$ cat config.mk
export PLATFORM = sky130hd
export DESIGN_NAME = div_unit
export DESIGN_NICKNAME = d
export VERILOG_FILES = /design/src/rtl/div_unit.sv
export SDC_FILE = /design/constraint.sdc
export NUM_CORES = 1
export LEC_CHECK = 0
export CAP_MARGIN = 0
export CELL_PAD_IN_SITES_DETAIL_PLACEMENT = 1
export CELL_PAD_IN_SITES_GLOBAL_PLACEMENT = 2
export CORE_MARGIN = 1.5
export CORE_UTILIZATION = 30
export DETAILED_ROUTE_END_ITERATION = 12
export PLACE_DENSITY_LB_ADDON = 0.1
export SETUP_SLACK_MARGIN = 0.02
export SLEW_MARGIN = 30
export SYNTH_ARGS = -nofsm -noshare
export SYNTH_HDL_FRONTEND = slang
export SYNTH_SLANG_ARGS = --single-unit
export TNS_END_PERCENT = 30
$ cat constraint.sdc
create_clock -name clk_i -period 4.9 [get_ports clk_i]
set_input_delay 1.47 -clock clk_i [delete_from_list [all_inputs] [get_ports clk_i]]
set_output_delay 1.47 -clock clk_i [all_outputs]
set_load 0.05 [all_outputs]
$ cat src/rtl/div_unit.sv
// div_unit: iterative radix-2 restoring divider for RV32M DIV/DIVU/REM/REMU.
// One quotient bit per clock; divide-by-zero short-circuits to DONE.
module div_unit #(
    parameter int unsigned WIDTH = 32
) (
    input  logic             clk_i,
    input  logic             rst_i,
    input  logic             start_i,
    input  logic             flush_i,
    input  logic [1:0]       div_op_i,
    input  logic [WIDTH-1:0] operand_a_i,
    input  logic [WIDTH-1:0] operand_b_i,
    output logic             ready_o,
    output logic             valid_o,
    output logic [WIDTH-1:0] div_data_o
);

    localparam int unsigned   CW     = (WIDTH > 1) ? $clog2(WIDTH) : 1;
    localparam logic [CW-1:0] LAST   = CW'(WIDTH - 1);
    localparam logic [1:0]    S_IDLE = 2'd0;
    localparam logic [1:0]    S_BUSY = 2'd1;
    localparam logic [1:0]    S_DONE = 2'd2;

    logic [1:0]       r_state;
    logic [1:0]       w_next_state;
    logic [CW-1:0]    r_cnt;
    logic             r_is_rem;
    logic             r_neg;
    logic [WIDTH-1:0] r_abs_b;
    logic [WIDTH-1:0] r_rem;
    logic [WIDTH-1:0] r_quo;
    logic [WIDTH-1:0] r_data;

    logic             w_accept;
    logic             w_signed_op;
    logic [WIDTH-1:0] w_abs_a;
    logic [WIDTH-1:0] w_abs_b;
    logic [WIDTH:0]   w_shift_rem;
    logic [WIDTH:0]   w_diff;
    logic [WIDTH-1:0] w_rem_next;
    logic [WIDTH-1:0] w_quo_next;
    logic [WIDTH-1:0] w_result;
    logic [WIDTH-1:0] w_result_fix;

    // Handshake outputs are decoded straight from the state register.
    assign ready_o    = (r_state == S_IDLE);
    assign valid_o    = (r_state == S_DONE);
    assign div_data_o = r_data;

    // Accept decode and operand magnitudes (DIV/REM are the signed ops).
    assign w_accept    = (r_state == S_IDLE) && start_i && !flush_i;
    assign w_signed_op = ~div_op_i[0];
    assign w_abs_a     = (w_signed_op && operand_a_i[WIDTH-1]) ? (~operand_a_i + WIDTH'(1)) : operand_a_i;
    assign w_abs_b     = (w_signed_op && operand_b_i[WIDTH-1]) ? (~operand_b_i + WIDTH'(1)) : operand_b_i;

    // One restoring step plus final sign fix-up.
    always_comb begin
        w_shift_rem  = {r_rem, r_quo[WIDTH-1]};
        w_diff       = w_shift_rem - {1'b0, r_abs_b};
        w_rem_next   = w_diff[WIDTH] ? w_shift_rem[WIDTH-1:0] : w_diff[WIDTH-1:0];
        w_quo_next   = {r_quo[WIDTH-2:0], ~w_diff[WIDTH]};
        w_result     = r_is_rem ? w_rem_next : w_quo_next;
        w_result_fix = r_neg ? (~w_result + WIDTH'(1)) : w_result;
    end

    // Next-state logic; flush beats start and aborts BUSY/DONE.
    always_comb begin
        w_next_state = r_state;
        case (r_state)
            S_IDLE: begin
                if (w_accept) begin
                    w_next_state = (operand_b_i == '0) ? S_DONE : S_BUSY;
                end
            end
            S_BUSY: begin
                if (flush_i) begin
                    w_next_state = S_IDLE;
                end else if (r_cnt == LAST) begin
                    w_next_state = S_DONE;
                end
            end
            S_DONE:  w_next_state = S_IDLE;
            default: w_next_state = S_IDLE;
        endcase
    end

    // State register.
    always_ff @(posedge clk_i) begin
        if (rst_i) begin
            r_state <= S_IDLE;
        end else begin
            r_state <= w_next_state;
        end
    end

    // Datapath: latch operands at accept, iterate in BUSY, write result on the last step.
    always_ff @(posedge clk_i) begin
        if (rst_i) begin
            r_cnt    <= '0;
            r_is_rem <= 1'b0;
            r_neg    <= 1'b0;
            r_abs_b  <= '0;
            r_rem    <= '0;
            r_quo    <= '0;
            r_data   <= '0;
        end else if (w_accept) begin
            r_cnt    <= '0;
            r_rem    <= '0;
            r_quo    <= w_abs_a;
            r_abs_b  <= w_abs_b;
            r_is_rem <= div_op_i[1];
            r_neg    <= w_signed_op &
                        (div_op_i[1] ? operand_a_i[WIDTH-1]
                                     : (operand_a_i[WIDTH-1] ^ operand_b_i[WIDTH-1]));
            if (operand_b_i == '0) begin
                r_data <= div_op_i[1] ? operand_a_i : '1;
            end
        end else if ((r_state == S_BUSY) && !flush_i) begin
            r_rem <= w_rem_next;
            r_quo <= w_quo_next;
            r_cnt <= r_cnt + CW'(1);
            if (r_cnt == LAST) begin
                r_data <= w_result_fix;
            end
        end
    end

endmodule

==> results of run 1 <==
==> worst max path at each step <==
stage,slack [ps],to,startpoint
2_1_floorplan,40,div_data_o[28],r_quo[31]
3_3_place_gp,-60,r_abs_b[27],operand_b_i[0]
3_5_place_dp,-40,r_abs_b[27],operand_b_i[0]
4_1_cts,60,div_data_o[28],r_quo[31]
5_1_grt,-10,div_data_o[28],r_abs_b[26]
6_report,210,div_data_o[31],r_quo[31]
==> worst max-delay path: stages (launching register included) <==
cell      delay (ps)
dfxtp_1          330
inv_1             80
ha_2             190
fa_1             380
nand2b_1         190
a21oi_2          190
o21ai_2          110
o21a_1           210
o21a_2           260
buf_4            160
xnor2_4          280
buf_12           180
buf_4            160
mux2i_4          250
a21oi_2          100
a211o_1          350
or4_4            530
o31ai_4          280
xor2_1           120
a221oi_1         270
==> layer usage <==
metal  share of wire  vias to the layer above
met1            0.50                     5517
met3           0.030                       28
li1                -                     5445
met5               0                        -
met2            0.46                      190
met4           0.015                        0
==> stage by stage <==
step           TNS, ps  total power [mW]  instances  hold slack [ps]
5_1_grt          -10.9              4.45       2022              487
3_5_place_dp     -44.2              2.75       1976              450
6_report             0              4.24       2022              457
2_1_floorplan        0              2.16       1436              432
3_3_place_gp     -64.8              2.74       1976              442
4_1_cts              0              4.18       2008              465
==> kinds of logic (layout without fill, tap and decap cells) <==
kind of cell,after synthesis,in the layout,share of synthesized area
buf+inv,152,283,0.0575
fa+ha+maj,38,38,0.0460
compound gates,453,453,0.284
xor+xnor,106,106,0.0909
simple gates,522,522,0.232
flops,137,137,0.261
mux,28,28,0.0279
==> flip-flops by register name, summed over array words and instances (netlist names) <==
name / count
div_data_o: 32
r_cnt: 5
r_state: 2
r_rem: 32
r_abs_b: 32
r_is_rem: 1
r_neg: 1
r_quo: 32
==> cells in the final DEF (no fill, tap or decap), types with 31 or more instances in the layout <==
cell / n
nand2_1: 156
nor2_1: 183
clkdlybuf4s50_1: 102
xor2_1: 47
a21oi_1: 151
inv_1: 61
ha_1: 34
dfxtp_1: 135
a211oi_1: 61
xnor2_1: 57
buf_4: 84
o21ai_0: 53
nor3_1: 33
a22oi_1: 31
==> final cells by class <==
class	count	area, sq um	area share
multi-input cells	1147	7280	0.552
inverters	61	229	0.0174
clock inverters	14	184	0.0140
repair buffers	190	1730	0.131
clock buffers	18	439	0.0333
flip-flops and latches	137	2750	0.208
well taps	455	569	0.0432
==> report_power, final <==
part / internal (mW) / switching [mW]
clock: 0.826 / 0.596
sequential: 1.16 / 0.0594
combinational: 0.647 / 0.956
total: 2.63 / 1.61
==> what timing repair did <==
item	4_1_cts	5_1_grt
pin swaps	0	8
endpoints found under the setup margin	1	13
resized for setup	1	18
buffers inserted	0	14
==> run_results.csv, run 1 <==
group,metric,value,unit
clock_network,clk_pin_slew_worst_paths,70,ps
setup_path,r2r_cells,19,
yosys,syn_avg_cell_area,7.32,sq um
die,ios,104,
routing,dr_total_vias,11200,
final_layout,drive_above_1_share,0.112,
die,die_height,190,um
setup_path,cp-end-kind,"flip-flop",
placed_design,dpl.hpwl,35.3,mm
power_and_ir_drop,power.density,322,nW/um^2
global_routing,met2_usage,0.403,
yosys,synth_top_area_frac,0.261,
global_routing,grt_use_total,0.252,
routing,dr.pass1.iters,5,
setup_path,path_class,"reg2reg",
placed_design,io_buffers,103,
power_and_ir_drop,p_leak,4.88,nW
setup_path,arrival,5050,ps
sta,max_freq,0.213,GHz
yosys,synth_ff_type,"dfxtp_1",
routing,drtAntennaViolNets,0,
routing,post-route-drc-count,0,
sta,setup_slack,209,ps
die,std_cell_rows,68,
yosys,synth_edf_count,0,
clock_network,ctsLongestPathBuffers,2,
sta,finalSetupViolCount,0,
yosys,yosysSeqAreaShare,0.261,
yosys,async_flop_share,0,
yosys,synth-seq-cells,137,
clock_network,cts_made_buffers,17,
sta,finalHoldViolations,0,
global_routing,grt.overflow.total,0,
status,status,"completed",
placed_design,gp_congestion,0.843,
setup_path,r2r_start,"r_quo[31]",
global_routing,grt_max_degree,117,
yosys,synth_nets,1544,
yosys,yosysMostFrequentCell,"nor2_1",
yosys,syn-instance-count,1436,
die,die_area,36200,sq um
sta,tightestPinTransition,912,ps
routing,wl_per_cell,22.4,um
final_layout,fin_nets,1662,
clock_network,numClockSinks,137,
global_routing,grt_pass1_vias,11200,
clock_network,postCtsHoldBufs,0,
setup_path,cp_max_fo,8,
final_layout,stdcell_area,13200,sq um
setup_path,worstPathRequired,5260,ps
die,start_util,0.304,
global_routing,grt_pass1_wl,68.6,mm
routing,first_iter_violations,633,
placed_design,placed_area,12300,sq um
sta,slew_viol_final,0,
sta,fin_crit_sh,0.957,
yosys,synth.area.top_cells,"dfxtp_1 26%, a21oi_1 7.4%, nor2_1 6.6%",
clock_network,htree_num_levels,4,
flow_run,cap_violations,0,
placed_design,place_ws,-44.2,ps
final_layout,n_antenna_cell,0,
clock_network,clock-root-buffer,"clkbuf_16",
yosys,synth.largest_area_cell,"dfxtp_1",
die,die_w,190,um
power_and_ir_drop,ir_worst_vdd,0.275,mV
global_routing,grt_use_met1,0.357,
yosys,netlist_area,10500,sq um
clock_network,insertion_delay,460,ps
yosys,yosysUniqueCellTypes,81,
sta,clock_skew,15.1,ps
final_layout,finish.utilization,0.381,
setup_path,regToRegSetupSlack,210,ps
die,core_area,34500,sq um
setup_path,start_kind,"flip-flop",
final_layout,fill_cells,4301,
min_path,min_from,"div_data_o[15]",
setup_path,r2r-end,"div_data_o[31]",
sta,period_minus_slack,4690,ps
min_path,whs_path_depth,2,
min_path,min_path_type,"reg2reg",
sta,relSlewSlack,0.388,
min_path,min_to,"div_data_o[15]",
yosys,yosys_warnings,0,
global_routing,grt_use_met3,0.0299,
clock_network,cts_tree,"built",
final_layout,area_growth_syn_to_layout,25.4,%
yosys,synthTopCellsByCount,"185 x nor2_1, 156 x a21oi_1, 156 x nand2_1",
global_routing,antenna_found_initial,0,
routing,wl,45.2,mm
routing,avgViaCountPerCell,5.53,
global_routing,top_usage_layer,"met2",
Power figures use the tool's default switching activity.
==> run 2: changes to the inputs <==
--- a/config.mk
+++ b/config.mk
@@ -13,6 +13,7 @@
 export DETAILED_ROUTE_END_ITERATION = 12
 export PLACE_DENSITY_LB_ADDON = 0.1
 export SETUP_SLACK_MARGIN = 0.02
+export SKIP_CTS_REPAIR_TIMING = 1
 export SLEW_MARGIN = 30
 export SYNTH_ARGS = -nofsm -noshare
 export SYNTH_HDL_FRONTEND = slang
==> run 2 against run 1 <==
Sequential power is essentially flat. Register-to-register slack is essentially flat. Combinational power is essentially flat. Die area is the same. Fmax shrank 0.30%. Worst hold slack is essentially flat. Critical endpoint unchanged.
==> run_results.csv, run 2 (synthesis results as in run 1) <==
group,metric,value,unit
status,status,"completed",
sta,period_minus_slack,4700,ps
final_layout,drive_above_1_share,0.112,
sta,fin_setup_tns,0,ps
power_and_ir_drop,p_leak,4.88,nW
routing,first_iter_violations,571,
sta,finalSetupViolCount,0,
die,die_height,190,um
sta,finalHoldViolations,0,
routing,avgViaCountPerCell,5.55,
setup_path,r2r_start,"r_quo[31]",
setup_path,max_stage_delay,530,ps
die,core_area,34500,sq um
sta,clock_skew,16.5,ps
sta,rsz0062_at_grt,"true",
setup_path,cp-end-kind,"flip-flop",
flow_run,cap_violations,0,
min_path,min_path_type,"reg2reg",
setup_path,startpoint,"r_quo[31]",
sta,fin_crit_sh,0.960,
final_layout,fin_cells,2023,
global_routing,grt_pass1_vias,11200,
setup_path,critical_path.top_delay_family,"compound AO/OA/AOI/OAI gates",
sta,relSlewSlack,0.379,
power_and_ir_drop,power.total,4.25,mW
final_layout,finish.utilization,0.382,
setup_path,cp_num_buf_inv,4,
final_layout,fill_cells,4304,
final_layout,stdcell_area,13200,sq um
placed_design,io_buffers,103,
global_routing,grt_pass1_wl,68.6,mm
global_routing,antenna_found_initial,0,
die,ios,104,
routing,dr_total_vias,11200,
global_routing,grt_max_degree,117,
final_layout,fin_nets,1663,
sta,hold_ws,457,ps
final_layout,layout_commonest_cell,"nor2_1",
sta,slew_viol_final,0,
setup_path,regToRegSetupSlack,200,ps
placed_design,dpl.cell_count,1976,
power_and_ir_drop,ir_worst_vdd,0.280,mV
placed_design,placed_area,12300,sq um
setup_path,r2r_cells,19,
clock_network,clk_pin_slew_worst_paths,70,ps
setup_path,start_kind,"flip-flop",
final_layout,n_antenna_cell,0,
clock_network,insertion_delay,460,ps
sta,max_freq,0.213,GHz
final_layout,final_cell_mix,"183 x nor2_1, 156 x nand2_1, 151 x a21oi_1",
setup_path,r2r-end,"div_data_o[31]",
die,std_cell_rows,68,
placed_design,gp_congestion,0.843,
die,start_util,0.304,
die,die_area,36200,sq um
placed_design,place_ws,-44.2,ps
die,die_w,190,um
routing,post-route-drc-count,0,
clock_network,clock-root-buffer,"clkbuf_16",
power_and_ir_drop,power.density,322,nW/um^2
clock_network,cts_made_buffers,17,
clock_network,htree_num_levels,4,
routing,wl,45.3,mm
global_routing,grt_use_total,0.252,
sta,setup_slack,195,ps
global_routing,grt.overflow.total,0,
clock_network,numClockSinks,137,
setup_path,worstPathRequired,5270,ps
setup_path,cp.depth,19,
setup_path,slowest_stage,"or4_4",
setup_path,path_cells,"inv_1 > ha_1 > fa_1 > nand2b_1 > a21oi_2 > o21ai_2 > o21a_1 > o21a_2 > buf_4 > xnor2_4 > buf_12 > buf_4 > mux2i_4 > a21oi_2 > a211o_1 > or4_4 > o31ai_4 > xor2_1 > a221oi_1",
routing,drtAntennaViolNets,0,
setup_path,cp_max_fo,8,
sta,tightestPinTransition,926,ps
setup_path,path_class,"reg2reg",
clock_network,cts_tree,"built",
setup_path,endpoint,"div_data_o[31]",
placed_design,dpl.hpwl,35.3,mm
routing,dr.pass1.iters,5,
clock_network,ctsLongestPathBuffers,2,
routing,wl_per_cell,22.4,um
final_layout,area_growth_syn_to_layout,25.4,%
setup_path,arrival,5070,ps
run 2: worst min path at each step:
stage,slack [ps],startpoint,depth (start not counted),end
2_1_floorplan,430,r_abs_b[22],2,r_abs_b[22]
3_3_place_gp,440,div_data_o[2],2,div_data_o[2]
3_5_place_dp,450,div_data_o[6],2,div_data_o[6]
4_1_cts,460,div_data_o[15],2,div_data_o[15]
5_1_grt,490,div_data_o[15],2,div_data_o[15]
6_report,460,div_data_o[15],2,div_data_o[15]
run 2: cell type report:
class | count | area (sq um) | area share
inverters | 61 | 229 | 0.0174
well taps | 455 | 569 | 0.0432
clock buffers | 18 | 439 | 0.0333
clock inverters | 14 | 184 | 0.0140
repair buffers | 191 | 1740 | 0.132
flip-flops and latches | 137 | 2750 | 0.208
multi-input cells | 1147 | 7270 | 0.552
run 2: power breakdown:
part	switching [mW]	internal, mW
registers	0.0593	1.16
logic	0.956	0.649
clock network	0.598	0.826
run 2: per-layer routing:
metal,up-vias,global-route usage,share of wire
li1,5443,-,-
met1,5524,0.357,0.50
met2,229,0.403,0.46
met3,33,0.0299,0.033
met4,0,0.0609,0.016
met5,-,0,0
run 2: worst min-delay path, cell delays in order (launching register included):
cell	delay (ps)
dfxtp_1	310
nand2_1	50
a21oi_1	50
==> run 3: changes to the inputs <==
--- a/config.mk
+++ b/config.mk
@@ -11,7 +11,7 @@
 export CORE_MARGIN = 1.5
 export CORE_UTILIZATION = 30
 export DETAILED_ROUTE_END_ITERATION = 12
-export PLACE_DENSITY_LB_ADDON = 0.1
+export PLACE_DENSITY = 0.87
 export SETUP_SLACK_MARGIN = 0.02
 export SKIP_CTS_REPAIR_TIMING = 1
 export SLEW_MARGIN = 30
==> run 3 against run 2 <==
Routed wire length decreased by 5.7%. First-iteration DRC count increased by 6.7%. Worst hold slack got worse by 7.3 ps. Global-route usage decreased by 1.7 points. Clock skew decreased by 4.3 ps. Count of clock-buffer cells in the layout decreased by 1. Largest cell class unchanged. Highest routed layer unchanged.
==> run_results.csv, run 3 (synthesis results as in run 1) <==
group,metric,value,unit
placed_design,dpl.hpwl,33.4,mm
clock_network,cts_tree,"built",
clock_network,numClockSinks,137,
clock_network,ctsLongestPathBuffers,2,
status,status,"completed",
setup_path,path_class,"in2reg",
sta,max_freq,0.215,GHz
global_routing,grt.overflow.total,0,
power_and_ir_drop,power.total,3.99,mW
setup_path,start_kind,"input port",
final_layout,fin_nets,1635,
final_layout,drive_above_1_share,0.0929,
die,die_area,36200,sq um
sta,rsz0062_at_grt,"false",
die,ios,104,
placed_design,gp_congestion,0.884,
sta,slew_viol_final,0,
setup_path,cp_max_fo,13,
power_and_ir_drop,p_leak,4.71,nW
routing,drtAntennaViolNets,0,
final_layout,fill_cells,4302,
routing,first_iter_violations,609,
sta,clock_skew,12.3,ps
min_path,min_path_type,"reg2reg",
clock_network,htree_num_levels,4,
sta,fin_setup_tns,0,ps
clock_network,clock-root-buffer,"clkbuf_16",
flow_run,cap_violations,0,
routing,wl,42.7,mm
routing,avgViaCountPerCell,5.62,
sta,finalSetupViolCount,0,
global_routing,grt_pass1_vias,11300,
setup_path,arrival,5040,ps
routing,dr.pass1.iters,6,
sta,fin_crit_sh,0.948,
routing,post-route-drc-count,0,
final_layout,layout_commonest_cell,"nor2_1",
sta,finalHoldViolations,0,
clock_network,clk_pin_slew_worst_paths,70,ps
global_routing,grt_pass1_wl,65.3,mm
die,start_util,0.304,
die,die_w,190,um
final_layout,final_cell_mix,"183 x nor2_1, 156 x nand2_1, 155 x a21oi_1",
clock_network,insertion_delay,450,ps
power_and_ir_drop,ir_worst_vdd,0.161,mV
final_layout,n_antenna_cell,0,
clock_network,cts_made_buffers,17,
routing,wl_per_cell,21.4,um
power_and_ir_drop,power.density,310,nW/um^2
sta,tightestPinTransition,851,ps
sta,relSlewSlack,0.431,
placed_design,io_buffers,103,
sta,period_minus_slack,4640,ps
setup_path,worstPathRequired,5290,ps
die,std_cell_rows,68,
die,die_height,190,um
routing,dr_total_vias,11200,
setup_path,cp-end-kind,"flip-flop",
sta,hold_ws,450,ps
global_routing,antenna_found_initial,0,
global_routing,grt_max_degree,60,
die,core_area,34500,sq um
global_routing,grt_use_total,0.234,
final_layout,area_growth_syn_to_layout,22.3,%
==> run 3: changes by cell type in the layout (fill, tap and decap cells not counted), sizes merged <==
cell	previous run	this run
clkbuf	18	17
clkinv	3	1
inv	67	71
buf	89	61
clkinvlp	2	3
bufinv	3	1
==> run 3: layout make-up <==
class / count / area [sq um] / area share
sequential: 137 / 2740 / 0.213
clock inverter: 15 / 153 / 0.0119
tap: 455 / 569 / 0.0443
timing repair buffer: 163 / 1480 / 0.115
inverter: 61 / 229 / 0.0178
multi-input combinational: 1147 / 7250 / 0.564
clock buffer: 17 / 425 / 0.0331
==> run 3: per-stage QoR <==
stage	area, sq um	instances	worst slack (ps)	utilization
after global routing	12900	1995	32.2	0.372
after CTS	12800	1993	69.7	0.370
after detailed placement	12200	1961	-148	0.353
after global placement	12200	1961	-116	0.353
final	12900	1995	257	0.372
after floorplan	10500	1436	42.5	-
==> run 3: power breakdown <==
group	switching, mW	internal [mW]
combinational	0.908	0.553
clock	0.595	0.718
sequential	0.0530	1.16
==> run 3: critical path: stages <==
cell	delay (ps)
clkdlybuf4s50_1	500
inv_1	100
ha_1	170
nand2_1	90
nor4_1	310
and3_1	330
nand3b_1	180
or3b_2	530
nor2_1	160
nor2_2	150
nor2_1	370
o21ai_0	160
a21oi_1	370
a21o_1	120
==> run 3: worst paths after layout <==
path	start	endpoint	slack [ps]	cells after the start
min reg2reg	div_data_o[17]	div_data_o[17]	450	2
min	div_data_o[17]	div_data_o[17]	450	2
max reg2reg	r_quo[31]	div_data_o[31]	290	17
max	operand_b_i[0]	div_data_o[10]	260	14
==> run 3: per-layer routing <==
metal,track usage,part of all wire
met3,0.0279,0.038
met1,0.307,0.46
met2,0.394,0.48
met4,0.0851,0.028
met5,0,0
